## src/rtl/mdu_seq.sv

```systemverilog
// mdu_seq: sequential multiply/divide unit (shift-add multiply, restoring divide).
// Ports: clk, rst (async, active-high); in_valid/in_ready request handshake with
// src1, src2, op; out_valid/out_ready result handshake with res and flags
// ([0] zero, [1] sign, [2] divide-by-zero, [3] signed overflow).
// Optional feature: define MDU_SEQ_FAST_MUL_EN for a single-cycle multiplier.
module mdu_seq #(
    parameter int N = 32
) (
    input  logic         clk,
    input  logic         rst,
    input  logic         in_valid,
    output logic         in_ready,
    input  logic [N-1:0] src1,
    input  logic [N-1:0] src2,
    input  logic [2:0]   op,
    output logic         out_valid,
    input  logic         out_ready,
    output logic [N-1:0] res,
    output logic [3:0]   flags
);
    localparam int CW = $clog2(N + 1);
    typedef enum logic [1:0] {IDLE, BUSY, DONE} state_t;
    state_t state_q, state_d;
    logic [CW-1:0] cnt_q, cnt_d;
    logic [2*N-1:0] p_q, p_d;
    logic [N-1:0] b_q, b_d, res_q, res_d, m1, m2;
    logic [2:0] op_q, op_d;
    logic [3:0] flags_q, flags_d;
    logic sneg_q, sneg_d, s1neg_q, s1neg_d, s1s, s2s, n1, n2, dbz, ovf;
    logic [N:0] sh, df, sm;
    // p holds {accumulator, multiplier} for multiply, {remainder, quotient} for divide;
    // results are magnitudes until the sign is applied here.
    function automatic logic [N-1:0] finish_res(input logic [2:0] o, input logic [2*N-1:0] p,
                                                input logic sn, input logic s1n);
        logic [2*N-1:0] prod;
        logic [N-1:0] q, r;
        prod = sn ? -p : p;
        q = sn ? -p[N-1:0] : p[N-1:0];
        r = s1n ? -p[2*N-1:N] : p[2*N-1:N];
        return !o[2] ? (o[1:0] == 2'b00 ? prod[N-1:0] : prod[2*N-1:N]) : (o[1] ? r : q);
    endfunction
    assign s1s = op == 3'b001 || op == 3'b010 || op == 3'b100 || op == 3'b110;
    assign s2s = op == 3'b001 || op == 3'b100 || op == 3'b110;
    assign n1 = s1s && src1[N-1];
    assign n2 = s2s && src2[N-1];
    assign m1 = n1 ? -src1 : src1;
    assign m2 = n2 ? -src2 : src2;
    assign dbz = op[2] && src2 == '0;
    assign ovf = op[2] && !op[0] && src1 == {1'b1, {N-1{1'b0}}} && src2 == '1;
    // Remainder < divisor, so the shifted partial remainder fits in N+1 bits.
    assign sh = {p_q[2*N-1:N], p_q[N-1]};
    assign df = sh - {1'b0, b_q};
    assign sm = {1'b0, p_q[2*N-1:N]} + (p_q[0] ? {1'b0, b_q} : '0);
`ifdef MDU_SEQ_FAST_MUL_EN
    logic [2*N-1:0] fast_p;
    assign fast_p = {{N{1'b0}}, m1} * {{N{1'b0}}, m2};
`endif
    always_comb begin
        state_d = state_q;
        cnt_d   = cnt_q;
        p_d     = p_q;
        b_d     = b_q;
        op_d    = op_q;
        sneg_d  = sneg_q;
        s1neg_d = s1neg_q;
        res_d   = res_q;
        flags_d = flags_q;
        case (state_q)
            IDLE: if (in_valid) begin
                op_d    = op;
                sneg_d  = n1 ^ n2;
                s1neg_d = n1;
                cnt_d   = CW'(N);
                state_d = BUSY;
                p_d     = {{N{1'b0}}, op[2] ? m1 : m2};
                b_d     = op[2] ? m2 : m1;
                if (dbz || ovf) begin
                    cnt_d   = '0;
                    state_d = DONE;
                    res_d   = dbz ? (op[1] ? src1 : '1) : (op[1] ? '0 : src1);
                    flags_d = {ovf, dbz, res_d[N-1], res_d == '0};
                end
`ifdef MDU_SEQ_FAST_MUL_EN
                else if (!op[2]) begin
                    cnt_d   = '0;
                    state_d = DONE;
                    res_d   = finish_res(op, fast_p, n1 ^ n2, n1);
                    flags_d = {2'b00, res_d[N-1], res_d == '0};
                end
`endif
            end
            BUSY: begin
                p_d   = op_q[2] ? (df[N] ? {sh[N-1:0], p_q[N-2:0], 1'b0}
                                         : {df[N-1:0], p_q[N-2:0], 1'b1})
                                : {sm, p_q[N-1:1]};
                cnt_d = cnt_q - CW'(1);
                if (cnt_q == CW'(1)) begin
                    state_d = DONE;
                    res_d   = finish_res(op_q, p_d, sneg_q, s1neg_q);
                    flags_d = {2'b00, res_d[N-1], res_d == '0};
                end
            end
            DONE: if (out_ready) state_d = IDLE;
            default: state_d = IDLE;
        endcase
    end
    always_ff @(posedge clk or posedge rst) begin
        if (rst) begin
            state_q <= IDLE;
            cnt_q   <= '0;
            p_q     <= '0;
            b_q     <= '0;
            op_q    <= '0;
            sneg_q  <= 1'b0;
            s1neg_q <= 1'b0;
            res_q   <= '0;
            flags_q <= '0;
        end else begin
            state_q <= state_d;
            cnt_q   <= cnt_d;
            p_q     <= p_d;
            b_q     <= b_d;
            op_q    <= op_d;
            sneg_q  <= sneg_d;
            s1neg_q <= s1neg_d;
            res_q   <= res_d;
            flags_q <= flags_d;
        end
    end
    assign in_ready  = state_q == IDLE;
    assign out_valid = state_q == DONE;
    assign res       = res_q;
    assign flags     = flags_q;
endmodule
```

## config.mk

```make
export PLATFORM = sky130hd
export DESIGN_NAME = mdu_seq
export DESIGN_NICKNAME = d
export VERILOG_FILES = /design/src/rtl/mdu_seq.sv
export SDC_FILE = /design/constraint.sdc
export NUM_CORES = 1
export LEC_CHECK = 0
export CAP_MARGIN = 10
export CORE_MARGIN = 1
export CORE_UTILIZATION = 55
export CTS_CLUSTER_DIAMETER = 100
export DETAILED_ROUTE_END_ITERATION = 6
export PLACE_DENSITY = 0.73
export SYNTH_ARGS = -nofsm -noshare
export SYNTH_HDL_FRONTEND = slang
export SYNTH_SLANG_ARGS = --single-unit
```

## constraint.sdc

```tcl
create_clock -name clk -period 15.49 [get_ports clk]
set_input_delay 3.098 -clock clk [delete_from_list [all_inputs] [get_ports clk]]
set_output_delay 3.098 -clock clk [all_outputs]
set_load 0.005 [all_outputs]
```

=== Word-level counts from Yosys, hierarchy flattened ===
Index checks and enable logic that the tools add are counted.

* Word-level logic and storage cells: 88
* Register bits: 145

* Add/sub/neg operators: 8
* Reductions and logical operators: 23
* Equality and inequality tests: 13
* Bitwise gates (word level): 1
* Muxes and demuxes: 34

{| class="wikitable"
|+ Operators with widths
! cell !! count
|-
| $mux 32 || 16
|-
| $mux 64 || 4
|-
| $neg 32->32 || 4
|-
| $pmux 64 s2 || 1
|-
| $logic_not 32->1 || 3
|-
| $eq 32x32->1 const B || 2
|-
| $neg 64->64 || 1
|-
| $pmux 32 s2 || 1
|-
| $add 32x32->33 || 1
|-
| $sub 33x32->33 || 1
|-
| $mux 4 || 3
|-
| $mux 6 || 2
|-
| $pmux 6 s2 || 1
|-
| $mux 2 || 4
|-
| $pmux 4 s2 || 1
|-
| $eq 3x3->1 const B || 2
|-
| $eq 6x1->1 const B || 1
|-
| $logic_and 1x1->1 || 6
|-
| $logic_or 1x1->1 || 6
|-
| $pmux 2 s3 || 1
|-
| $sub 6x1->6 const B || 1
|-
| $logic_not 2->1 || 2
|-
| $ne 2x1->1 const B || 2
|-
| $ne 2x2->1 const B || 2
|-
| 10 further kinds || 11
|}

=== Longest topological paths before layout ===
Gate-level depths: netlist of the first run.

* Depth in word-level cells: 10
* Depth in mapped cells: 29
* Depth with buffers taken out: 26

=== Worst setup path before layout of the first run ===
OpenSTA, ideal clock, no wires.

* Kind: input -> register
* From: input port src1[2]
* To: register flags_q[0], in the netlist flags[0]
* Stages: 15
* Buffers on the path: 0
* Arrival time: 6452 ps
* Slack: 8962 ps
* Required time: 15414 ps
* Cell sequence: nor3_1 > nand3b_1 > nor4_1 > nor3b_1 > nand2_1 > nor3b_1 > and4_1 > nor2_1 > a211o_1 > nor4_1 > nand4_1 > nor4_1 > nand4_1 > or4_1 > o21ai_1

* Longest elaborated chain between the ends: 6
* Elaborated cells on any way between the ends: 13
* Those cells by class: eq/ne (2); mux (6); reduce/logical (5)

{| class="wikitable"
|+ RTL lines
! element !! RTL line !! source
|-
| start: declaration || 13 || <nowiki>input logic [N-1:0] src1,</nowiki>
|-
| $mux 32 / $eq 32x32->1 (equally long branches) || 80, 49 ||
|-
| $mux 32 / $logic_and 1x1->1 (equally long branches) || 80, 49 ||
|-
| $logic_not 32->1 / $logic_and 1x1->1 (equally long branches) || 81, 49 ||
|-
| $mux 4 / $logic_or 1x1->1 (equally long branches) || 77 || <nowiki>if (dbz || ovf) begin</nowiki>
|-
| $mux 4 / $ne 2x1->1 (equally long branches) || - ||
|-
| $pmux 4 s2 / $reduce_and 4->1 (equally long branches) || - ||
|-
| end signal: assignment || 127 || <nowiki>flags_q <= flags_d;</nowiki>
|-
| end: declaration || 28 || <nowiki>logic [3:0] flags_q, flags_d;</nowiki>
|}

Parallel ways exist; a longest one is shown, timed or not. The select of a mux whose other input is x is not followed.
A chain may end at the register's enable or synchronous reset.

=== Worst setup path in the final report of the first run ===
* From: input port src2[6]
* To: register flags_q[0], in the netlist flags[0]

* Longest elaborated chain between the ends: 7
* Elaborated cells on any way between the ends: 12
* Those cells by class: eq/ne (2); mux (4); reduce/logical (6)

{| class="wikitable"
|+ RTL lines
! element !! RTL line !! source
|-
| start: declaration || 14 || <nowiki>input logic [N-1:0] src2,</nowiki>
|-
| $logic_not 32->1 || 48 || <nowiki>assign dbz = op[2] && src2 == '0;</nowiki>
|-
| $logic_and 1x1->1 || 48 ||
|-
| $mux 32 || 80 || <nowiki>res_d = dbz ? (op[1] ? src1 : '1) : (op[1] ? '0 : src1);</nowiki>
|-
| $logic_not 32->1 || 81 || <nowiki>flags_d = {ovf, dbz, res_d[N-1], res_d == '0};</nowiki>
|-
| $mux 4 || 77 ||
|-
| $mux 4 || 69 || <nowiki>IDLE: if (in_valid) begin</nowiki>
|-
| $pmux 4 s2 || 68 || <nowiki>case (state_q)</nowiki>
|}

Parallel ways exist; a longest one is shown, timed or not. The select of a mux whose other input is x is not followed.

==> results of run 1 <==
-- per-stage QoR --
stage,util [%],power [uW]
after floorplan,-,3310
after global placement,60.4,4400
after detailed placement,60.4,4460
after CTS,62.4,4920
after global routing,62.4,5350
final,62.4,5080
-- flip-flops by register name, summed over array words and instances, names as in the netlist --
name and flops:
b_q 32, cnt_q 6, flags 4, op_q 3
p_q 64, res 31, s1neg_q 1, sneg_q 1
state_q 2
-- Yosys cell counts (19+ instances only) --
cell and n:
dfrtp_1 144, a21o_1 28, nor2_1 217, or3_1 23, o211ai_1 31, o31ai_1 25
o22ai_1 19, and2_1 48, o221ai_1 39, clkbuf_1 126, inv_1 64, nand3_1 49
nor3_1 75, xor2_1 66, a211oi_1 41, a31oi_1 22, nand2_1 333, nand4_1 43
o21ai_0 210, xnor2_1 100, a21oi_1 207, nor4_1 25, mux2i_1 51, ha_1 71
-- critical path: stages --
cell	delay [ns]
clkdlybuf4s50_1	0.50
nor3_1	0.29
nand2b_1	0.09
or2_2	0.31
nor3_1	0.29
nand4_1	0.30
nor2_4	0.88
nor2_1	0.35
a211o_2	0.78
nor4_1	0.39
nand4_1	0.12
nor4_1	0.21
nand4_1	0.11
or4_1	0.41
o21ai_1	0.12
-- final cells by class --
class / instances / area share, %
timing repair buffer: 138 / 7.00
sequential: 144 / 19.4
tap: 390 / 2.62
inverter: 65 / 1.34
antenna: 1 / 0.0134
clock buffer: 17 / 2.28
clock inverter: 15 / 0.940
multi-input combinational: 1991 / 66.5
-- routing by layer --
metal,global-route usage (%),up-vias
li1,-,8642
met1,54.5,8963
met2,65.1,1100
met3,9.26,213
met4,24.7,4
met5,0,-
-- power by group --
part	switching, uW	total, uW	internal, uW	leakage [uW]
logic	2530	3870	1330	0.00520
registers	238	777	539	0.00183
clock network	192	434	242	0.000278
-- logic make-up after synthesis --
kind of cell | Yosys count
AOI/OAI and AO/OA | 774
muxes | 58
buffers and inverters | 220
DFF | 144
adders and majority gates | 73
and+or+nand+nor | 920
xor gates and xnor gates | 166
-- layout by cell type, fill, tap and decap left out, types with 66 or more instances in the layout --
| cell | count |
|---|---|
| o21ai_0 | 210 |
| xnor2_1 | 100 |
| nor2_1 | 214 |
| dfrtp_1 | 143 |
| clkdlybuf4s50_1 | 107 |
| nand2_1 | 332 |
| xor2_1 | 66 |
| a21oi_1 | 207 |
| nor3_1 | 75 |
| ha_1 | 71 |
-- how the worst max path moves through the flow --
stage                       start        to  cells past startpoint
after floorplan               rst    b_q[0]                      1
after global placement    src2[6]  flags[0]                     15
after detailed placement  src2[6]  flags[0]                     15
after CTS                 src2[6]  flags[0]                     15
after global routing      src2[6]  flags[0]                     15
final                     src2[6]  flags[0]                     15
==> flow_results.org, run 1 <==
** Yosys
- Main flop type after synthesis :: dfrtp_1
- Yosys mapped a number of flops with a built-in enable equal to 0.
- Number of standard cells after synthesis :: 2355
- Yosys mapped the design onto 96 distinct sky130hd cell types.
- Largest family of logic cells by synthesized area :: compound AO/OA/AOI/OAI gates
- The synthesized netlist devotes 29.8% of its cell area to compound gates.
- The portion of synthesized area spent on multiplexers is 3.52%.
- Of the total synthesized cell area, the portion taken by XOR and XNOR cells is 8.64%.
- The biggest area contributor in the post-synthesis netlist is dfrtp_1.
- Netlist area before placement :: 16800 sq um
- Sequential cell area fraction in the yosys report :: between 20 and 25%
- Counting flops and latches in the post-synthesis netlist gives roughly 140.
- Syn Area/Cell :: 7.14 sq um
- Basic-gate share of the synthesized area counting and, or, nand and nor cells :: 25.9%
- Async set or reset register ratio after synthesis :: between 90% and 100%
- Share of Yosys cell area claimed by the top area cell type :: 21.4%
- The number of nets handed over by synthesis was 2499.
- Warnings, synthesis :: 0
- By area the synthesized netlist is led by dfrtp_1 21%, nand2_1 7.4%, o21ai_0 6.2%.
- Of the total synthesized cell area, the portion taken by full adders, half adders and majority gates is 5.52%.

** Global route
- Global-route total usage across every layer :: 42.4%
- Summed over all layers, the global routing overflow is 0.
- The via count of the first global-routing pass is 16900.
- Initial antenna violation count :: 5
- First-pass GRT wire length :: 100 mm
- Pin count of the biggest net entering global routing :: 131

** Critical path
- The critical path is of the primary input to flop type.
- Kind of start point of the critical path :: primary input
- Crit path DAT :: 8.30 ns
- The worst setup path is captured at a flop.
- The worst register-to-register path begins at p_q[31].
- At the worst endpoint, the required time is 15.85 ns.
- Max Fanout on Critical Path :: slightly below 70
- Worst reg-to-reg setup slack :: 7.91 ns
- Worst reg2reg endpoint :: flags[0]
- Path depth of the worst reg2reg path :: 26

** Clock tree
- CTS built an H-tree with a depth of 4.
- The clock reaches the later pin of the worst-skew pair after 0.45 ns.
- The number of gates resized after CTS was 0.
- Clock Sink Count :: 144
- Clock tree root driver cell :: clkbuf_16
- Post-CTS setup buffer count :: 0
- Hold buffer count at cts :: 0
- TritonCTS built the clock tree.
- CTS buffer count :: 17
- Register clock-pin slew on the reported worst setup and hold paths :: 0.07 ns
- Max Root-Sink Buffers :: 2

** Detailed routing
- In this run, the number of DRC markers left after iteration 0 of detailed routing was roughly 2300.
- Antenna Violating Nets Remaining :: 0
- WL met2 :: 29.6 mm
- Via/cell ratio :: approximately 7
- Wire length the detailed router placed on met1 :: 26.5 mm
- Total Wirelength :: 66.8 mm
- Average detailed-routed wire length per instance :: approximately 24 um
- Before antenna repair, the detailed router went through 7 iterations.
- After detailed routing, the number of remaining DRC violations is 1.
- Vias after detailed routing :: 18900
- Routed length on met3 :: 6.79 mm
- Highest metal layer with signal wires :: met5

** Worst hold path
- The worst hold path was traced through 2 stages.
- In this run the most critical hold path is launched from res[9].
- For hold timing, the worst endpoint is res[9].
- The path class of the tightest hold or removal check is flop to flop.

** Power and ir drop
- Largest vdd supply drop :: 0.126 mV
- Power per standard cell area :: ~270 nW/um^2
- Summed over all cells, the static leakage comes to about 0.0073 uW.

** Timing
- Sum of negative setup slack :: 0 ns
- Setup violations remaining at the end of the flow were counted as 0.
- Max-slew violations :: 0
- Tightest hold margin :: 0.483 ns
- Setup repair after global routing left no endpoint under its margin.
- After layout, the worst path uses approximately half of the clock period.
- Maximum clock rate :: 126 MHz
- Relative slew slack :: between 20% and 30%
- Clock period minus final worst setup slack :: 7.93 ns
- Across all setup checks in the final design, the least slack found is 7.56 ns.
- The clock arrives with 0.0155 ns of skew.
- Worst-Margin Slew :: 1.19 ns
- Fin. Hold Viols :: 0

** Floorplan
- Initial Util :: 56.3%
- Core region area :: 29900 sq um
- Area enclosed by the die boundary :: 31300 sq um
- Die Y-Extent :: roughly 180 um
- The floorplan has 63 rows.
- # IOs :: about 110
- The floorplan step set the die width to 177 um.

** Placed design
- Placed Cells :: ~2700
- OpenSTA, run right after detailed placement, puts the worst setup slack at 7.24 ns.
- Placed instance area :: 18000 sq um
- Once detailed placement completed, the half-perimeter wirelength came to about 51 mm.
- Port buffering added 108 buffers.
- Last weighted congestion value of the routability-driven placer :: 1.07

** Final layout
- After filler insertion, the fill cell instance count of the layout stands at around 2800.
- Number of non-filler instances in the completed layout :: between 2000 and 3000
- The area growth from synthesis to layout is 10.8%.
- The finished cells cover 18600 sq um.
- Summing all multi-input logic gate instances after layout gives 12400 sq um.
- Of the cells placed in the final design, the portion with a size suffix greater than 1 is 5.27%.
- Registers take 3610 sq um.
- Total Nets Final :: ~2500

** Run
- Max-cap violations in this run came to 0.

** Status
- The checks that failed: DRC.
- Status :: complete, but fails checks
Note: power is estimated with default switching activity, not from simulation.
==> run 2, diff against run 1 <==
- PLACE_DENSITY: 0.73 -> 0.76
- clock period: 15.49 -> 6.9 ns (I/O delays scaled with it)
==> run 2 against run 1 <==
  * The flow now finishes without violations
  * Hold slack worse by 0.0022 ns
  * Power increased by 130%
  * Setup slack worse by 7.3 ns
  * Count of clock-buffer cells in the layout increased by 3
  * Sequential cell count unchanged
  * Critical path type is now flop to flop
  * Critical endpoint unchanged
  * Largest cell class unchanged
  * Highest routed layer unchanged
==> flow_results.org, run 2 (synthesized netlist as in run 1, its figures left out) <==
** Detailed routing
- The wire length per cell is 25.0 um (was 24.2 um).
- The post-route DRC violation count was 0 (was 1).
- The antenna violation net count after detailed routing came to 0 (unchanged).
- Total Wirelength :: 69.8 mm (was 66.8 mm)
- Number of design-rule violations left by the first detailed-router iteration :: 2330 (was 2252)
- The ratio of routed vias to standard cells was 6.87 (was 6.85).
- Number of search-and-repair iterations in the first detailed-routing pass :: 6 (was 7)
- The total number of vias is 19200 (was 18900).

** Timing
- Clock period minus final worst setup slack :: around 6.6 ns
- Part of the cycle the worst path needs :: 95.6%
- Minimum setup slack in the final design :: 0.304 ns (was 7.56 ns)
- Static timing analysis puts the maximum clock frequency at 152 MHz.
- Worst-Margin Slew :: 1.08 ns (was 1.19 ns)
- Setup-failing EPs final :: 0 (unchanged)
- The headroom to the max-slew limit came to 28.3% (was 20.7%).
- The post-route clock skew came to 0.0150 ns (was 0.0155 ns).
- The final count of hold timing violations came to 0 (unchanged).
- The final max-slew violation count is 0 (unchanged).
- Sum of negative setup slack :: 0 ns (unchanged)

** Critical path
- The count of buffer and inverter cells on the critical path is 3 (was 1).
- Instance count on the critical path :: 24 (was 15)
- The worst path arrival time came to 6.98 ns (was 8.30 ns).
- Worst path cell trace :: inv_1, ha_1, inv_1, fa_1, a211oi_1, o21a_2, a2111oi_4, o211ai_1, o2111ai_2, a21boi_1, ha_1, nor4b_1, buf_4, nand3_1, or3_1, or3_1, and2_1, o21ai_0, o221ai_1, a311o_1, nor4_1, nand4_1, or4_1, o21ai_1 (was clkdlybuf4s50_1, nor3_1, nand2b_1, or2_2, nor3_1, nand4_1, nor2_4, nor2_1, a211o_2, nor4_1, nand4_1, nor4_1, nand4_1, or4_1, o21ai_1)
- Kind of start point of the critical path :: flop (was primary input)
- The worst reg2reg path startpoint is p_q[31] (unchanged).
- The element type at the critical path end is a flop (unchanged).
- The endpoint of the worst setup timing path is flags[0] (unchanged).
- Worst reg2reg endpoint :: flags[0] (unchanged)
- The logic depth of the worst register-to-register path is 24 (was 26).
- Top cell family by delay on the critical path :: compound AO/OA/AOI/OAI gates (was simple AND/OR/NAND/NOR gates)
- The category of the most critical setup path was flop to flop (was primary input to flop).
- Worst reg-to-reg setup slack :: 0.30 ns (was 7.91 ns)
- Max stage delay cell, worst path :: a2111oi_4 (was nor2_4)
- The launching element of the worst setup path is p_q[31] (was src2[6]).
- Required time worst endpoint :: 7.28 ns (was 15.85 ns)
- Critical Path Max Stage Delay :: 0.52 ns (was 0.88 ns)
- The maximum fanout along the worst path is 7 (was 69).

** Run
- MaxCap Viol Count :: 0 (unchanged)

** Clock tree
- The number of levels the H-tree was split into is 4 (unchanged).
- Clock Sink Count :: 144 (unchanged)
- The worst-skew pair later-pin latency is 0.46 ns (was 0.45 ns).
- Max Root-Sink Buffers :: 2 (unchanged)
- CTS buffer count :: 17 (unchanged)
- The hold-fix buffer count after cts came to 0 (unchanged).
- The root buffer cell is clkbuf_16 (unchanged).
- The post-CTS resize count is 0 (unchanged).
- Register clock-pin slew on the reported worst setup and hold paths :: 0.07 ns (about the same)
- CTS tree :: yes (unchanged)
- The number of setup buffers added after CTS is 0 (unchanged).

** Final layout
- Share of layout cells above drive strength 1 :: 6.46% (was 5.27%)
- Cell area after layout :: 18900 sq um (was 18600 sq um)
- The flip-flop count of the largest register, all copies and words added is 64 (unchanged).
- Total Nets Final :: 2531 (was 2501)
- The post-synthesis to final-layout area growth came to 12.1% (was 10.8%).
- The register name with the most flops was p_q (unchanged).
- Commonest cells after routing, fill and taps aside :: 332 x nand2_1, 214 x nor2_1, 210 x o21ai_0, 207 x a21oi_1, 143 x dfrtp_1 (unchanged)
- Most frequent standard cell in the layout excluding fill and tap cells :: nand2_1 (unchanged)

** Global route
- Overflow after GRT :: 0 (unchanged)
- The largest net degree at the start of global routing is 125 (was 131).
- The overall routing resource usage is 44.3% (was 42.4%).
- The via count of the first global-routing pass was 17600 (was 16900).
- Initial antenna violation count :: 5 (unchanged)
- The global-route wire length before repair came to 104 mm (was 100 mm).

** Floorplan
- # IOs :: 109 (unchanged)
- Core region area :: 29900 sq um (unchanged)
- The area enclosed by the die boundary came to 31300 sq um (unchanged).
- Site Rows :: 63 (unchanged)
- Chip width :: 177 um (unchanged)
- Initial Util :: 56.3% (unchanged)
- The die span in y was 177 um (unchanged).

** Power and ir drop
- The total power consumption of the routed design came to 11700 uW (was 5080 uW).
- The worst vdd rail ir drop is 0.331 mV (was 0.126 mV).
- The leakage dissipation came to 0.00746 uW (was 0.00731 uW).
- The total power per unit cell area is 619 nW/um^2 (was 272 nW/um^2).

** Placed design
- Last weighted congestion value of the routability-driven placer :: 1.05 (was 1.07)
- The pre-CTS setup slack came to 0.393 ns (was 7.24 ns).
- Number of buffer cells added on primary ports :: 108 (unchanged)
- The estimated wirelength of the detail-placed design came to 54.1 mm (was 51.0 mm).
- The total cell area at the placement stage is 18300 sq um (was 18000 sq um).

** Status
- Status: finished clean (was complete, but fails checks).

** Worst hold path
- Kind of path behind the tightest hold check :: flop to flop (unchanged)
run 2: cell types whose count changed in the layout (fill, tap and decap cells not counted), sizes merged:
cell	delta
clkbuf	+3
buf	+30
bufinv	-1
clkinv	+3
inv	-3
clkinvlp	-2
run 2: worst min path at each step:
stage,cells past startpoint,endpoint,start
4_1_cts,2,res[15],res[15]
5_1_grt,1,res[10],res[10]
6_report,2,res[15],res[15]
3_5_place_dp,2,res[15],res[15]
2_1_floorplan,2,b_q[11],b_q[11]
3_3_place_gp,1,res[10],res[10]
run 2: cell type report:
type                    instances  area [sq um]
diodes                          1          2.50
clock buffers                  20           447
clock inverters                12           108
fillers                      2733         11000
inverters                      65           249
multi-input cells            1991         12400
flip-flops and latches        144          3610
well taps                     390           488
repair buffers                168          1540
run 2: worst reg2reg max path: cells and delay by family (launching register included):
family | cells | cell delay, ns
AO/OA/AOI/OAI | 10 | 2.62
adder cells (fa/ha/maj) | 3 | 0.65
buffers and inverters | 3 | 0.35
flip-flops | 1 | 0.42
AND/OR/NAND/NOR | 8 | 2.49
run 2: power by group:
group	internal [uW]	switching [uW]	leakage, uW	total (uW)
clock	506	422	0.000267	928
sequential	1210	473	0.00183	1680
combinational	3180	5880	0.00536	9060
run 2: layer usage:
metal | share of wire [%] | up-vias | GRT usage [%] | wire, um
met5 | 0.036 | - | 0 | 25
met4 | 7.0 | 4 | 29.8 | 4860
met3 | 11 | 244 | 11.8 | 7470
met2 | 44 | 1133 | 68.0 | 30500
met1 | 39 | 9094 | 54.4 | 27000
li1 | - | 8699 | - | -
run 2: through the flow:
stage	std cells	hold slack (ns)	util, %
floorplan	2355	0.464	-
global placement	2758	0.464	61.1
detailed placement	2758	0.470	61.1
CTS	2790	0.484	63.0
global route	2790	0.510	63.1
finish	2791	0.481	63.1
